## config.mk

```make
export PLATFORM = sky130hd
export DESIGN_NAME = fetch_control
export DESIGN_NICKNAME = d
export VERILOG_FILES = /design/src/rtl/fetch_pkg.sv /design/src/rtl/fetch_buffer.sv /design/src/rtl/fetch_control.sv
export SDC_FILE = /design/constraint.sdc
export NUM_CORES = 1
export LEC_CHECK = 0
export CELL_PAD_IN_SITES_DETAIL_PLACEMENT = 1
export CELL_PAD_IN_SITES_GLOBAL_PLACEMENT = 1
export CORE_MARGIN = 2
export CORE_UTILIZATION = 23
export DETAILED_ROUTE_END_ITERATION = 16
export HOLD_SLACK_MARGIN = 0.12
export PLACE_DENSITY_LB_ADDON = 0.15
export SLEW_MARGIN = 25
export SYNTH_ARGS = -nofsm -noshare
export SYNTH_HDL_FRONTEND = slang
export SYNTH_HIERARCHICAL = 1
export SYNTH_SLANG_ARGS = --single-unit
```

## constraint.sdc

```tcl
create_clock -name clk -period 2.2 [get_ports clk]
set_clock_uncertainty 0.1 [all_clocks]
set_input_delay 0.44 -clock clk [delete_from_list [all_inputs] [get_ports clk]]
set_output_delay 0.44 -clock clk [all_outputs]
set_load 0.005 [all_outputs]
```

## src/rtl/fetch_pkg.sv

```systemverilog
// Shared types and constants for the instruction fetch controller.
package fetch_pkg;

    typedef enum logic [1:0] {
        SETTLE = 2'd0,
        REQ    = 2'd1,
        HOLD   = 2'd2
    } fetch_state_e;

    localparam logic [31:0] RESET_PC  = 32'h0000_0000;
    localparam logic [31:0] PC_STEP   = 32'd4;
    localparam logic [31:0] NOP_INSTR = 32'h0000_0013;

endpackage

```

## src/rtl/fetch_buffer.sv

```systemverilog
// Single-entry holding register for a fetched instruction and its address.
module fetch_buffer
    import fetch_pkg::*;
(
    input  logic        clk,
    input  logic        reset,
    input  logic        load_i,
    input  logic        clear_i,
    input  logic [31:0] instr_i,
    input  logic [31:0] pc_i,
    output logic        valid_o,
    output logic [31:0] instr_o,
    output logic [31:0] pc_o
);

    logic        valid_q;
    logic [31:0] instr_q;
    logic [31:0] pc_q;

    // Clear wins over load so a flush always drops the word.
    always_ff @(posedge clk) begin
        if (!reset) begin
            valid_q <= 1'b0;
            instr_q <= '0;
            pc_q    <= RESET_PC;
        end else if (clear_i) begin
            valid_q <= 1'b0;
        end else if (load_i) begin
            valid_q <= 1'b1;
            instr_q <= instr_i;
            pc_q    <= pc_i;
        end
    end

    assign valid_o = valid_q;
    assign instr_o = instr_q;
    assign pc_o    = pc_q;

endmodule

```

## src/rtl/fetch_control.sv

```systemverilog
// Instruction fetch controller: SETTLE/REQ/HOLD sequencing, PC update strobe, redirect flush.
// Optional misaligned-redirect trap enabled by defining FETCH_MISALIGN_TRAP_EN.
//
// state  | meaning
// SETTLE | one idle cycle while the PC register absorbs a redirect
// REQ    | memory read of PC outstanding, waiting for mem_ready
// HOLD   | word buffered, waiting for decode to accept it
module fetch_control
    import fetch_pkg::*;
(
    input  logic        clk,
    input  logic        reset,
    input  logic [31:0] PC,
    output logic        PCWrite,
    output logic [31:0] PCNext,
    output logic        mem_req,
    output logic [31:0] mem_addr,
    input  logic        mem_ready,
    input  logic [31:0] mem_rdata,
    input  logic        redirect_valid,
    input  logic [31:0] redirect_target,
    output logic        instr_valid,
    input  logic        instr_ready,
    output logic [31:0] instr_out,
    output logic [31:0] instr_pc,
    output logic        trap_misalign,
    output logic [31:0] trap_addr
);

    fetch_state_e state_q, state_d;
    logic         pcwrite_q, pcwrite_d;
    logic [31:0]  pcnext_q, pcnext_d;
    logic         buf_load, buf_clear;
    logic         misaligned_hold;
    logic         take_redirect;

`ifdef FETCH_MISALIGN_TRAP_EN
    logic        trap_q;
    logic [31:0] trap_addr_q;

    assign misaligned_hold = redirect_valid && (redirect_target[1:0] != 2'b00);

    always_ff @(posedge clk) begin
        if (!reset) begin
            trap_q      <= 1'b0;
            trap_addr_q <= '0;
        end else begin
            trap_q <= misaligned_hold;
            if (misaligned_hold) begin
                trap_addr_q <= redirect_target;
            end
        end
    end

    assign trap_misalign = trap_q;
    assign trap_addr     = trap_addr_q;
`else
    assign misaligned_hold = 1'b0;
    assign trap_misalign   = 1'b0;
    assign trap_addr       = '0;
`endif

    assign take_redirect = redirect_valid && !misaligned_hold;

    always_comb begin
        state_d   = state_q;
        pcwrite_d = 1'b0;
        pcnext_d  = pcnext_q;
        buf_load  = 1'b0;
        buf_clear = 1'b0;
        if (take_redirect) begin
            pcwrite_d = 1'b1;
            pcnext_d  = redirect_target & ~32'h3;
            buf_clear = 1'b1;
            state_d   = SETTLE;
        end else if (!misaligned_hold) begin
            case (state_q)
                SETTLE: state_d = REQ;
                REQ: begin
                    if (mem_ready) begin
                        buf_load  = 1'b1;
                        pcwrite_d = 1'b1;
                        pcnext_d  = PC + PC_STEP;
                        state_d   = HOLD;
                    end
                end
                HOLD: begin
                    if (instr_ready) begin
                        buf_clear = 1'b1;
                        state_d   = REQ;
                    end
                end
                default: state_d = SETTLE;
            endcase
        end
    end

    always_ff @(posedge clk) begin
        if (!reset) begin
            state_q   <= SETTLE;
            pcwrite_q <= 1'b0;
            pcnext_q  <= RESET_PC;
        end else begin
            state_q   <= state_d;
            pcwrite_q <= pcwrite_d;
            pcnext_q  <= pcnext_d;
        end
    end

    fetch_buffer u_fetch_buffer (
        .clk     (clk),
        .reset   (reset),
        .load_i  (buf_load),
        .clear_i (buf_clear),
        .instr_i (mem_rdata),
        .pc_i    (PC),
        .valid_o (instr_valid),
        .instr_o (instr_out),
        .pc_o    (instr_pc)
    );

    // The request is gated by reset so it is low during the reset cycle itself.
    assign mem_req  = reset && (state_q == REQ);
    assign mem_addr = PC;
    assign PCWrite  = pcwrite_q;
    assign PCNext   = pcnext_q;

endmodule
```

Yosys cells after proc, flatten, opt, wreduce, memory -nomap -nowiden --
Cells that the tools add are included.
Storage, ports and cells: flip-flop bits (word level) 100, bits in latches 0, bits in writable memories 0, memory bits (read-only) 0, input port bits 101, memories kept 0
Cells by class: add/subtract/negate cells 1, multiply operators 0, divide/modulo/power cells 0, order comparisons 0, equal/unequal tests 4, shifts and indexed selects 0, multiplexer cells 13, bitwise logic cells 2, reduce and logical (&&, ||, !) cells 10
Operators with widths (count):
- $mux W32 | 3
- $add A32 B3 Y32 const B | 1
- $reduce_and A2 Y1 | 4
- $mux W1 | 7
- $pmux W2 S3 | 1
- $mux W2 | 2
- $ne A2 B2 Y1 const B | 2
- $reduce_bool A2 Y1 | 2
- $reduce_or A2 Y1 | 2
- $eq A2 B1 Y1 const B | 1
- $eq A2 B2 Y1 const B | 1
- $logic_not A2 Y1 | 1
- $not A1 Y1 | 2
- $logic_and A1 B1 Y1 | 1

Longest topological paths before layout --
depth in word-level cells 5, gate-level depth with buffers 8

By module --
The synthesis kept the hierarchy.
Modules (own cells, without submodules):
- fetch_control | times used 1, cells an instance 355, area each 2662.6 sq um, sequential area each 700.7 sq um
- fetch_buffer | times used 1, cells an instance 281, area each 2661.3 sq um, sequential area each 1301.2 sq um

Worst setup path before layout --
Ideal clock, no wire load.
kind in2reg, start point input redirect_valid, end point register u_fetch_buffer.instr_q[0], in the netlist u_fetch_buffer/instr_o[0], data arrival time 1.737 ns, required time 1.982 ns, path slack 0.245 ns, stages 8, cell sequence clkbuf_1 buf_2 buf_1 a31o_2 nor2b_4 buf_12 buf_12 mux2i_1
Between the ends: word-level cells in the longest chain between the ends 3, elaborated cells on any way between the ends 4, those cells by class mux (2); bitwise (1); reduce/logical (1)
Ends and longest elaborated chain:
- start, declared | RTL line fetch_control.sv:20 | input logic redirect_valid,
- $mux W1 | RTL line fetch_control.sv:71 | if (take_redirect) begin
- via buf_clear | RTL line fetch_control.sv:33 | logic buf_load, buf_clear;
- $not A1 Y1 (no source line)
- $reduce_and A2 Y1 (no source line)
- end signal, assigned | RTL line fetch_buffer.sv:30 | instr_q <= instr_i;
- end, declared | RTL line fetch_buffer.sv:17 | logic [31:0] instr_q;
The timed path passes the listed nets, and every way through them passes these cells. A chain may end at the register's enable or synchronous reset.

Worst setup path in the final report --
start point input PC[3], end point output mem_addr[3]
RTL lines:
- start, declared | RTL line fetch_control.sv:13 | input logic [31:0] PC,
- end, declared | RTL line fetch_control.sv:17 | output logic [31:0] mem_addr,
No word-level cell between the ends.

==> results by group <==
Run status
  • Status: finished, final reports clean

Timing
  • Final hold slack: roughly 0.36 ns
  • Final setup vio count: 0
  • Worst Tran Pin Value: around 0.64 ns
  • Final hold viol count: 0
  • Slew HR: around 58%
  • Final Max Tran Viols: 0
  • Min cycle time layout: around 2.2 ns
  • Crit share post-route: a little over nine tenths
  • RSZ-0062 raised after global routing: no
  • Max frequency: ~460 MHz

Cells and area
  • Ant diodes: 0
  • FF/Latch Area: ~0.0020 mm²
  • Fill count: between 2000 and 3000
  • Most frequent cells in the layout: clkdlybuf4s50_1, nand2_1, dfxtp_1
  • Final net count: roughly 980
  • Multi-input gate area: 0.00261 mm²
  • Commonest non-fill, non-tap cell in the layout: clkdlybuf4s50_1
  • Share of layout cells above drive strength 1: 11.1%
  • Layout area overhead: 54.6%
  • Final cell count without fillers: 1161

CTS
  • Root Buffer: clkbuf_16
  • Clock buffer depth: 2
  • # hold bufs at CTS: 0
  • H-Tree Depth: 3
  • Clock Pin Slew Worst Setup and Hold Paths: about 0.07 ns
  • Skew-Pair Late Insertion Delay: approximately 0.35 ns
  • CTS tree: yes
  • Inserted Clock Buffers: 9
  • Clock Sinks: 100

Setup path
  • Crit path kind: input pin to primary output
  • Crit end category: primary output
  • Crit Path Max Fanout: 4
  • End point of the critical path: mem_addr[3]
  • R2R depth: 6
  • Worst path arrival time: around 1.6 ns
  • R2r startpoint: state_q[1]
  • CP Launch Point: PC[3]
  • Worst setup SP type: input pin
  • CP Data Required Time: between 1.5 and 2 ns
  • Reg2reg end: u_fetch_buffer/instr_o[12]
  • Reg2Reg Setup Slack: around 0.55 ns

Yosys
  • Number of synthesized register bits: 100
  • Cells after Synth: about 640
  • Synth Cell Area: 0.00532 mm²
  • Synthesized area per cell: about 8.4 µm²
  • Count of cell types in the netlist: 50
  • Ys flop type: dfxtp_1
  • Seq/Total Area, Yosys: between 30% and 40%
  • Number of synthesis warnings: 6
  • Post-synth EDFFs: 0
  • Async SR Flop Fraction: 0%

Power
  • Total power draw: roughly 4.4 mW
  • PwrDens: 538 mW/mm²
  • Max VDD drop: around 0.00029 V
  • Leakage: roughly 3.1 nW

Global routing
  • Vias in the first global route: approximately 5500
  • Met2 GRT Util: 29.3%
  • Pin count of the biggest net entering global routing: 140
  • Grt peak-use layer: met2
  • First-pass GRT wire length: 29.9 mm
  • GRT met1 Usage: 18.1%
  • All-Layer GR Usage: between 10% and 20%
  • Initial antenna violation count: 0
  • GR Layer Usage met3: 3.58%
  • GRT overflow: 0

Floorplanning
  • Die width: 156 µm
  • Starting Density: 23.4%
  • Die Y: 156 µm
  • Row count: 55
  • Num ports: roughly 270
  • Die ar.: between 0.02 and 0.025 mm²
  • Core area: ~0.023 mm²

Routing
  • Pre-antenna DRT Iters: 4
  • # DRC: 0
  • Via count: slightly above 5000
  • Vias/cell: 4.45
  • DR iter-0 viols: 150
  • Routed len/inst: about 17 µm
  • Detail Route Antenna Nets: 0
  • Final WL: roughly 19 mm

Worst hold path
  • Hold Crit Class: flip-flop to flip-flop

Flow run
  • Max-Cap Viols: 0

Placement
  • Port Buffers: 229
  • HPWL Detailed: 15.1 mm
  • GP Congestion: a little under 0.8
  • Inst Count DP: roughly 1100
through the flow:
stage          TNS, ns  util, %  area (µm²)  worst slack (ns)
4_1_cts              0     36.2        8220            0.0129
3_3_place_gp     -2.29     34.8        7910            -0.219
6_report             0     36.2        8230            0.0352
3_5_place_dp     -3.66     34.8        7910            -0.247
2_1_floorplan        0        -        5440             0.245
5_1_grt              0     36.2        8230           0.00154
cells in the mapped netlist, types with 2 or more instances:
| cell | number | share of area [%] |
|---|---|---|
| a211o_1 | 3 | 0.49 |
| a211oi_1 | 2 | 0.28 |
| a21oi_1 | 33 | 3.1 |
| a221oi_1 | 2 | 0.33 |
| a31oi_1 | 2 | 0.23 |
| and2_1 | 5 | 0.59 |
| and3_1 | 3 | 0.35 |
| and4_1 | 9 | 1.5 |
| buf_1 | 3 | 0.21 |
| buf_12 | 7 | 2.6 |
| buf_2 | 16 | 1.5 |
| buf_4 | 70 | 9.9 |
| clkbuf_1 | 11 | 0.78 |
| dfxtp_1 | 100 | 38 |
| inv_1 | 4 | 0.28 |
| mux2i_1 | 70 | 13 |
| nand2_1 | 167 | 12 |
| nand3_1 | 13 | 1.2 |
| nand3b_1 | 2 | 0.28 |
| nand4_1 | 7 | 0.82 |
| nor2_1 | 34 | 2.4 |
| nor2b_1 | 2 | 0.23 |
| nor3_1 | 6 | 0.56 |
| nor3_2 | 2 | 0.38 |
| nor4_1 | 2 | 0.23 |
| nor4_2 | 2 | 0.47 |
| o21a_1 | 2 | 0.28 |
| o21ai_0 | 7 | 0.66 |
| o21ai_1 | 4 | 0.38 |
| o22ai_1 | 4 | 0.47 |
| o311a_1 | 2 | 0.38 |
| o31a_1 | 2 | 0.33 |
| o31ai_1 | 2 | 0.28 |
| o32ai_1 | 2 | 0.33 |
| xnor2_1 | 14 | 2.3 |
| xor2_1 | 6 | 0.99 |
timing repair:
item,CTS,global route
endpoints found under the setup margin,2,3
gates resized for setup,2,3
pin swaps,0,0
buffers inserted,0,0
cell type report:
cell class | instances | share of cell area [%]
Multi-Input combinational cell | 455 | 31.8
Inverter | 5 | 0.228
Timing Repair Buffer | 302 | 35.5
Clock buffer | 10 | 2.90
Clock inverter | 4 | 0.912
Sequential cell | 100 | 24.3
Tap cell | 285 | 4.33
kinds of logic (layout without fill, tap and decap cells):
logic type,after synthesis,count (layout),share of synthesized area [%]
and+or+nand+nor,262,262,22.2
buffers and inverters,113,321,15.6
DFF,100,100,37.6
muxes,70,70,13.2
AOI/OAI and AO/OA,69,69,7.85
xor gates and xnor gates,20,20,3.29
adders and majority gates,1,1,0.235
other,1,33,0.0704
worst min-delay path by stage:
| stage | startpoint | to | slack, ns | cells after the start |
|---|---|---|---|---|
| 2_1_floorplan | u_fetch_buffer/instr_o[0] | u_fetch_buffer/instr_o[0] | 0.35 | 2 |
| 3_3_place_gp | u_fetch_buffer/instr_o[3] | u_fetch_buffer/instr_o[3] | 0.34 | 2 |
| 3_5_place_dp | u_fetch_buffer/pc_o[9] | u_fetch_buffer/pc_o[9] | 0.35 | 2 |
| 4_1_cts | u_fetch_buffer/instr_o[19] | u_fetch_buffer/instr_o[19] | 0.36 | 2 |
| 5_1_grt | u_fetch_buffer/pc_o[22] | u_fetch_buffer/pc_o[22] | 0.38 | 2 |
| 6_report | u_fetch_buffer/pc_o[13] | u_fetch_buffer/pc_o[13] | 0.36 | 2 |
state kept, by name, indices dropped and copies added, names as in the netlist:
register / cells
u_fetch_buffer/valid_o: 1
u_fetch_buffer/instr_o: 32
u_fetch_buffer/pc_o: 32
PCNext: 32
PCWrite: 1
state_q: 2
metal layers:
metal,vias to the layer above,wire [µm],part of all wire [%]
li1,2500,-,-
met5,-,0,0
met3,13,1070,5.5
met2,155,10200,53
met1,2496,7960,41
met4,0,222,1.1
report_power, final:
group          internal [mW]  total [mW]  switching (mW)
sequential              1.86        1.89          0.0304
clock                   1.02        1.76           0.739
combinational          0.446       0.779           0.333
total                   3.33        4.43            1.10
worst max-delay path, stage by stage:
cell and delay (ns):
clkdlybuf4s50_1 0.55, buf_4 0.14, clkdlybuf4s50_1 0.49
No activity file was read; power rests on OpenSTA's default activity.
